$ cat src/rtl/keypad_pkg.sv
// keypad_pkg: shared types and constants for the 4x4 matrix keypad scanner.
//   state_t        scanner FSM states
//   KeyMap         hex code per [row][col] position
//   Col0..Col3     one-hot column drive values
//   onehot_to_idx  index of the lowest set bit of a 4-bit vector
package keypad_pkg;

  typedef enum logic [1:0] {
    StScan,
    StDebounce,
    StHeld,
    StRelease
  } state_t;

  // Indexed as KeyMap[row][col].
  localparam logic [3:0] KeyMap [4][4] = '{
    '{4'h1, 4'h2, 4'h3, 4'hA},
    '{4'h4, 4'h5, 4'h6, 4'hB},
    '{4'h7, 4'h8, 4'h9, 4'hC},
    '{4'hE, 4'h0, 4'hF, 4'hD}
  };

  localparam logic [3:0] Col0 = 4'b0001;
  localparam logic [3:0] Col1 = 4'b0010;
  localparam logic [3:0] Col2 = 4'b0100;
  localparam logic [3:0] Col3 = 4'b1000;

  // Lowest set bit wins, so the same helper also picks the row when several are active.
  function automatic logic [1:0] onehot_to_idx(input logic [3:0] vec);
    logic [1:0] idx;
    idx = 2'd0;
    for (int i = 3; i >= 0; i--) begin
      if (vec[i]) idx = 2'(i);
    end
    return idx;
  endfunction

endpackage

$ cat src/rtl/keypad_sync.sv
// keypad_sync: parameterized-width two-flop synchronizer.
//   clk_i   destination clock
//   rst_ni  asynchronous active-low reset, flops clear to 0
//   d_i     asynchronous input bits
//   q_o     synchronized output, two clk_i cycles of latency
module keypad_sync #(
  parameter int unsigned Width = 4
) (
  input  logic             clk_i,
  input  logic             rst_ni,
  input  logic [Width-1:0] d_i,
  output logic [Width-1:0] q_o
);

  logic [Width-1:0] sync1_d, sync1_q;
  logic [Width-1:0] sync2_d, sync2_q;

  always_comb begin
    sync1_d = d_i;
    sync2_d = sync1_q;
  end

  always_ff @(posedge clk_i or negedge rst_ni) begin
    if (!rst_ni) begin
      sync1_q <= '0;
      sync2_q <= '0;
    end else begin
      sync1_q <= sync1_d;
      sync2_q <= sync2_d;
    end
  end

  assign q_o = sync2_q;

endmodule

$ cat src/rtl/keypad_scanner.sv
// keypad_scanner: column-scan FSM for a 4x4 matrix keypad with press/release debounce.
//   clk        system clock
//   reset      asynchronous active-low reset (release expected synchronous to clk)
//   row_keys   raw active-high rows, asynchronous to clk
//   col_keys   one-hot active-high column drive
//   key_code   hex code of the last accepted key, held until the next accept
//   key_valid  one-cycle strobe marking a newly valid key_code
//   key_held   high from accept until release debounce completes
// Optional feature: define KEYPAD_REPEAT_EN to re-strobe key_valid every REPEAT_CYC cycles
// while a key stays held.
module keypad_scanner
  import keypad_pkg::*;
#(
  parameter int unsigned SCAN_DIV     = 4800,
  parameter int unsigned DEBOUNCE_CYC = 48000,
  parameter int unsigned REPEAT_CYC   = 480000
) (
  input  logic       clk,
  input  logic       reset,
  input  logic [3:0] row_keys,
  output logic [3:0] col_keys,
  output logic [3:0] key_code,
  output logic       key_valid,
  output logic       key_held
);

  localparam int unsigned CntMax = (SCAN_DIV > DEBOUNCE_CYC) ? SCAN_DIV : DEBOUNCE_CYC;
  localparam int unsigned CntW   = $clog2(CntMax + 1);
  typedef logic [CntW-1:0] cnt_t;
  localparam cnt_t ScanLast = cnt_t'(SCAN_DIV - 1);
  localparam cnt_t DebLast  = cnt_t'(DEBOUNCE_CYC - 1);
  // Rows need two cycles through the synchronizer after a column change before they are valid.
  localparam cnt_t SettleCnt = cnt_t'(2);

  state_t     state_d, state_q;
  cnt_t       cnt_d, cnt_q;
  logic [3:0] col_d, col_q;
  logic [1:0] row_idx_d, row_idx_q;
  logic [3:0] key_code_d, key_code_q;
  logic       key_valid_d, key_valid_q;
  logic       key_held_d, key_held_q;

  logic [3:0] row_s;
  logic       row_hit;
  logic       col_ok;
  logic [3:0] col_next;

  keypad_sync #(
    .Width(4)
  ) u_sync (
    .clk_i (clk),
    .rst_ni(reset),
    .d_i   (row_keys),
    .q_o   (row_s)
  );

  assign row_hit  = row_s[row_idx_q];
  assign col_ok   = col_q inside {Col0, Col1, Col2, Col3};
  assign col_next = col_ok ? {col_q[2:0], col_q[3]} : Col0;

`ifdef KEYPAD_REPEAT_EN
  localparam int unsigned RepW = $clog2(REPEAT_CYC);
  typedef logic [RepW-1:0] rep_t;
  localparam rep_t RepLast = rep_t'(REPEAT_CYC - 1);

  rep_t rep_d, rep_q;

  always_ff @(posedge clk or negedge reset) begin
    if (!reset) begin
      rep_q <= '0;
    end else begin
      rep_q <= rep_d;
    end
  end
`else
  logic unused_repeat_cyc;
  assign unused_repeat_cyc = ^REPEAT_CYC;
`endif

  always_comb begin
    state_d     = state_q;
    cnt_d       = cnt_q;
    col_d       = col_q;
    row_idx_d   = row_idx_q;
    key_code_d  = key_code_q;
    key_valid_d = 1'b0;
    key_held_d  = key_held_q;
`ifdef KEYPAD_REPEAT_EN
    // Cleared everywhere except while counting in HELD, which covers HELD entry and RELEASE.
    rep_d = '0;
`endif

    unique case (state_q)
      StScan: begin
        if (row_s != 4'b0000 && cnt_q >= SettleCnt) begin
          row_idx_d = onehot_to_idx(row_s);
          cnt_d     = '0;
          state_d   = StDebounce;
        end else if (cnt_q >= ScanLast) begin
          cnt_d = '0;
          col_d = col_next;
        end else begin
          cnt_d = cnt_q + cnt_t'(1);
        end
      end

      StDebounce: begin
        if (!row_hit) begin
          cnt_d   = '0;
          col_d   = col_next;
          state_d = StScan;
        end else if (cnt_q >= DebLast) begin
          key_code_d  = KeyMap[row_idx_q][onehot_to_idx(col_q)];
          key_valid_d = 1'b1;
          key_held_d  = 1'b1;
          cnt_d       = '0;
          state_d     = StHeld;
        end else begin
          cnt_d = cnt_q + cnt_t'(1);
        end
      end

      StHeld: begin
        if (!row_hit) begin
          cnt_d   = '0;
          state_d = StRelease;
        end else begin
`ifdef KEYPAD_REPEAT_EN
          if (rep_q >= RepLast) begin
            key_valid_d = 1'b1;
          end else begin
            rep_d = rep_q + rep_t'(1);
          end
`endif
        end
      end

      StRelease: begin
        if (row_hit) begin
          // Glitch during release: back to HELD without a new strobe.
          cnt_d   = '0;
          state_d = StHeld;
        end else if (cnt_q >= DebLast) begin
          key_held_d = 1'b0;
          cnt_d      = '0;
          col_d      = col_next;
          state_d    = StScan;
        end else begin
          cnt_d = cnt_q + cnt_t'(1);
        end
      end

      default: begin
        cnt_d   = '0;
        state_d = StScan;
      end
    endcase

    // A corrupted column drive recovers to column 0 regardless of state.
    if (!col_ok) col_d = Col0;
  end

  always_ff @(posedge clk or negedge reset) begin
    if (!reset) begin
      state_q     <= StScan;
      cnt_q       <= '0;
      col_q       <= Col0;
      row_idx_q   <= '0;
      key_code_q  <= '0;
      key_valid_q <= 1'b0;
      key_held_q  <= 1'b0;
    end else begin
      state_q     <= state_d;
      cnt_q       <= cnt_d;
      col_q       <= col_d;
      row_idx_q   <= row_idx_d;
      key_code_q  <= key_code_d;
      key_valid_q <= key_valid_d;
      key_held_q  <= key_held_d;
    end
  end

  assign col_keys  = col_q;
  assign key_code  = key_code_q;
  assign key_valid = key_valid_q;
  assign key_held  = key_held_q;

endmodule

$ cat config.mk
export PLATFORM = sky130hd
export DESIGN_NAME = keypad_scanner
export DESIGN_NICKNAME = d
export VERILOG_FILES = /design/src/rtl/keypad_pkg.sv /design/src/rtl/keypad_sync.sv /design/src/rtl/keypad_scanner.sv
export SDC_FILE = /design/constraint.sdc
export NUM_CORES = 1
export LEC_CHECK = 0
export BUFFER_PORTS_ARGS = -buffer_cell sky130_fd_sc_hd__buf_2
export CORE_MARGIN = 3
export CORE_UTILIZATION = 50
export DETAILED_ROUTE_END_ITERATION = 16
export PLACE_DENSITY = 0.68
export RECOVER_POWER = 25
export SETUP_SLACK_MARGIN = 0.2
export SLEW_MARGIN = 10
export SYNTH_ARGS = -nofsm -noshare
export SYNTH_HDL_FRONTEND = slang
export SYNTH_HIERARCHICAL = 1
export SYNTH_SLANG_ARGS = --single-unit
$ cat constraint.sdc
create_clock -name clk -period 5.69 [get_ports clk]
set_input_delay 0.569 -clock clk [delete_from_list [all_inputs] [get_ports clk]]
set_output_delay 0.569 -clock clk [all_outputs]
set_load 0.03 [all_outputs]
### Word level (Yosys, flattened, before mapping)

Index checks and enable logic that the tools add are counted.

| word-level totals | value |
|---|---|
| bits in registers | 38 |
| output and inout port bits | 10 |
| logic and storage cells | 97 |

| cells by class | value |
|---|---|
| $add $sub $neg | 1 |
| magnitude comparators | 6 |
| equal/unequal tests | 21 |
| mux-type cells | 48 |
| bitwise operators | 2 |
| reductions and logical operators | 10 |

Operators with widths:

| kind | count |
|---|---|
| $mux W16 | 8 |
| $pmux W16 S4 | 1 |
| $mux W2 | 17 |
| $bmux W16 S2 | 1 |
| $mux W4 | 8 |
| $ne A3 B3 Y1 const B | 7 |
| $add A16 B1 Y16 const B | 1 |
| $ge A16 B13 Y1 const B | 1 |
| $ge A16 B16 Y1 const B | 1 |
| $ge A16 B2 Y1 const B | 1 |
| $ne A2 B2 Y1 const B | 6 |
| $pmux W4 S3 | 1 |
| $bmux W4 S2 | 1 |
| $mux W1 | 8 |
| $pmux W2 S4 | 1 |
| $reduce_bool A4 Y1 | 2 |
| $ge A3 B3 Y1 const B | 2 |
| $not A2 Y3 | 2 |
| $reduce_and A6 Y1 | 1 |
| $reduce_and A5 Y1 | 1 |
| $eq A2 B2 Y1 const B | 2 |
| $eq A4 B1 Y1 const B | 1 |
| $eq A4 B2 Y1 const B | 1 |
| $eq A4 B3 Y1 const B | 1 |
| other kinds (12) | 12 |

### Logic depth before layout (Yosys ltp)

| logic depth | value |
|---|---|
| depth after elaboration | 11 |
| mapped depth | 8 |

### Modules after synthesis

The synthesis kept the hierarchy.

Modules (own cells, without submodules):

| module | instances | cells an instance | area an instance (sq um) | seq. area each (sq um) |
|---|---|---|---|---|
| keypad_scanner | 1 | 201 | 1,844.3 | 752.0 |
| keypad_sync | 1 | 8 | 200.2 | 200.2 |

### Least setup slack after synthesis

No wires, ideal clock.

| timing path | value |
|---|---|
| path type | register -> register |
| start | register cnt_q[1] |
| end | register key_code_q[0] (netlist: key_code[0]) |
| arrival time | 2,020 ps |
| slack | 3,545 ps |
| stages on the path, launching flop included | 9 |
| buffers on the path | 1 |
| clock period less this slack | 2,145 ps |
| path through | dfrtp_1 ha_1 and3_1 a41oi_1 o21ai_2 and2_4 and3_1 buf_4 mux2_2 |

| on the way | value |
|---|---|
| longest elaborated chain between the ends | 2 |

Ends and longest elaborated chain:

| element | RTL line | RTL |
|---|---|---|
| from (decl) | keypad_scanner.sv:36 | `cnt_t cnt_d, cnt_q;` |
| from (signal assigned) | keypad_scanner.sv:174 | `cnt_q <= cnt_d;` |
| $ge A16 B16 Y1 | keypad_scanner.sv:112 | `end else if (cnt_q >= DebLast) begin` |
| $reduce_and A3 Y1 (no line) | n/a |  |
| to (signal assigned) | keypad_scanner.sv:177 | `key_code_q <= key_code_d;` |
| to (decl) | keypad_scanner.sv:39 | `logic [3:0] key_code_d, key_code_q;` |

Every way passes these cells.
A chain may end at the register's enable or synchronous reset.

### Final worst setup path

| timing path | value |
|---|---|
| start | register cnt_q[1] |
| end | register key_code_q[2] (netlist: key_code[2]) |

Same word-level chain as after synthesis.

==> out/results.tsv <==
metric	value	unit
fin_cells	267	
tns	0	ns
rsz0062_at_grt	no	
grt_pass1_wl	7380	um
synth_edf_count	0	
power_density	402	mW/mm2
ys_ff_latch	38	
p_int	584	uW
ys_top_cells_by_area	dfrtp_1 45%, nand2_1 4.0%, nor2_1 4.0%	
hold_viol_final	0	
post-route-util	59.1	%
viasPerCell	5.94	
syn-num-nets	217	
postLayoutCellArea	0.00225	mm2
period_share	42.0	%
p_sw	319	uW
syn-cell-area	0.00204	mm2
fill_cells	321	
cts_hold_buffers	0	
post_dp_cell_area	0.00211	mm2
crit_type	reg -> reg	
antenna_found_initial	0	
clock_sinks	38	
globalplace.congestion	0.846	
synthArstFlopShare	100	%
start_util	53.8	%
cp_top_family	simple AND/OR/NAND/NOR gates	
relSlewSlack	-32.7	%
p_seq_share	39.8	%
die-width	69.9	um
final-max-slew-violation-count	39	
dpl.hpwl	2990	um
grt_usage	18.5	%
rows	22	
wl_per_cell	15.5	um
critPathArrivalTime	2.57	ns
cts_tree	done	
violations	capacitance limit, slew limit	
peakVddDrop	0.254	mV
numCtsBuffers	5	
drtIter0Drc	136	
overflow	0	
ioPinCount	16	
cts_max_level	2	
avgSynthCellArea	9.78	um2
cpPeakStageDelay	0.42	ns
p_leak	0.00103	uW
portBuffers	15	
cts_buffer_depth	2	
critPathCaptureType	register	
drive_above_1_share	18.3	%
min_period	2.39	ns
crit_chain	ha_1 -> and3_1 -> a41oi_1 -> o21ai_2 -> and2_4 -> and3_1 -> mux2_2	
worstSetupStartpointType	register	
die-area	0.00489	mm2
synth_cell_types	55	
drc	0	
tightest_slew	1.99	ns
grt_max_degree	39	
cts_resized	0	
num-nets-final	226	
netlist.area_leader.share	45.3	%
postCtsSetupBuffers	0	
critical_path_buf_inv_count	0	
ys.flop_type	dfrtp_1	
cap_viol_max_count	1	
clkTransAtPathRegs	0.07	ns
dp_cells	259	
clock_latency	0.30	ns
antenna_left	0	
die-height	69.9	um
pwr-share-clk	30.7	%
slowest_stage	dfrtp_1	
setup_viol	0	
num_vias	1585	
grt_pass1_vias	1589	
status	complete, but fails checks	
syn_to_final_growth	9.85	%
firstDrtPassIters	4	
yosysSeqAreaShare	46.6	%
synthCells	209	
cts_root_buf	clkbuf_8	
fmax	419	MHz
wirelength	4150	um
cp_common_cell	and3_1	
ys.warnings.count	6	
critical_path_required	5.87	ns
hp-class	reg -> reg	
p_sw_share	35.3	%
path_max_fanout	8	
core	0.00380	mm2
fin_skew	0.00663	ns
synth_area_leader_cell	dfrtp_1	
antenna_cells	0	
timing.hold.ws	0.355	ns
comb_power_share	29.5	%
[layout by cell type (no fill, tap or decap), types with 2 or more instances in the layout]
cell,n
dfrtp_1,37
nand2_1,22
nor2_1,22
buf_2,14
a21oi_1,9
o21ai_0,9
nor3_1,7
and3_1,6
xor2_1,6
nand3_1,5
nor2b_1,5
xnor2_1,5
clkbuf_8,5
inv_1,4
nand4_1,4
mux2_2,4
o21ai_2,3
nor4_1,3
mux2i_1,3
a41oi_1,2
o31a_1,2
a31oi_1,2
o211ai_1,2
nand3b_1,2
nand2b_1,2
a32o_1,2
o21a_1,2
ha_1,2
bufinv_16,2
[cell families after synthesis]
logic type,Yosys count,synth area share [%]
AOI/OAI and AO/OA,45,16.5
xor gates and xnor gates,11,4.71
adders and majority gates,2,1.22
buffers and inverters,17,4.16
DFF,38,46.6
muxes,8,4.77
and+or+nand+nor,88,22.0
[synthesized netlist by cell type (2+ instances only)]
cell type and instances:
xor2_1 6, nand2_1 22, mux2i_1 3, nand4_1 4, a41oi_1 2, o21ai_0 9
nor2_1 22, o21ai_2 3, o31a_1 2, a31oi_1 2, o21a_1 2, a32o_1 2
clkbuf_1 8, a21oi_1 9, inv_1 4, buf_6 2, o211ai_1 2, nand2b_1 2
xnor2_1 5, dfrtp_1 37, ha_1 2, nor3_1 7, mux2_2 4, nand3b_1 2
and3_1 6, nor2b_1 5, nor4_1 3, nand3_1 5
[metal layers]
metal | GRT usage (%) | up-vias | wire [um]
li1 | - | 767 | -
met1 | 24.5 | 776 | 1890
met2 | 29.1 | 35 | 1990
met3 | 4.60 | 7 | 190
met4 | 7.66 | 0 | 76
met5 | 0 | - | 0
[cell type report]
cell class                 instances  area, um2  area share, %
multi-input combinational        154       1010           44.8
sequential                        38        952           42.4
timing repair buffer              15       73.8           3.29
clock buffer                       5       68.8           3.06
clock inverter                     3       68.8           3.06
tap                               48       60.1           2.67
inverter                           4       15.0          0.669
[power groups by stage]
stage / logic [uW] / registers (uW) / clock network, uW
3_3_place_gp: 257 / 359 / 0
3_5_place_dp: 265 / 363 / 0
6_report: 266 / 359 / 278
5_1_grt: 298 / 366 / 296
4_1_cts: 268 / 357 / 285
2_1_floorplan: 234 / 334 / 0
[through the flow]
| step | total power, uW | setup slack [ns] |
|---|---|---|
| floorplan | 569 | 3.55 |
| global placement | 616 | 3.44 |
| detailed placement | 628 | 3.31 |
| CTS | 911 | 3.31 |
| global route | 960 | 3.15 |
| finish | 903 | 3.30 |
[sequential cells by signal (all words and copies together) (netlist names), named ones only]
signal and flops:
state_q 1, col_keys 4, row_idx_q 2, key_valid 1, key_code 4, key_held 1, u_sync/sync1_q 4, cnt_q 16
u_sync/q_o 4
[worst paths after layout]
check	slack [ns]	end	cells after the start	from
min in group asynchronous	0.83	key_held$_DFFE_PN0P_	1	reset
hold / removal	0.35	u_sync/q_o[0]$_DFF_PN0_	0	u_sync/sync1_q[0]$_DFF_PN0_
setup reg to reg	3.30	key_code[2]$_DFFE_PN0P_	7	cnt_q[1]$_DFFE_PN0P_
setup / recovery	3.30	key_code[2]$_DFFE_PN0P_	7	cnt_q[1]$_DFFE_PN0P_
hold reg to reg	0.35	u_sync/q_o[0]$_DFF_PN0_	0	u_sync/sync1_q[0]$_DFF_PN0_
max in group asynchronous	3.72	u_sync/sync1_q[3]$_DFF_PN0_	1	reset
Note: power is estimated with default switching activity, not from simulation.
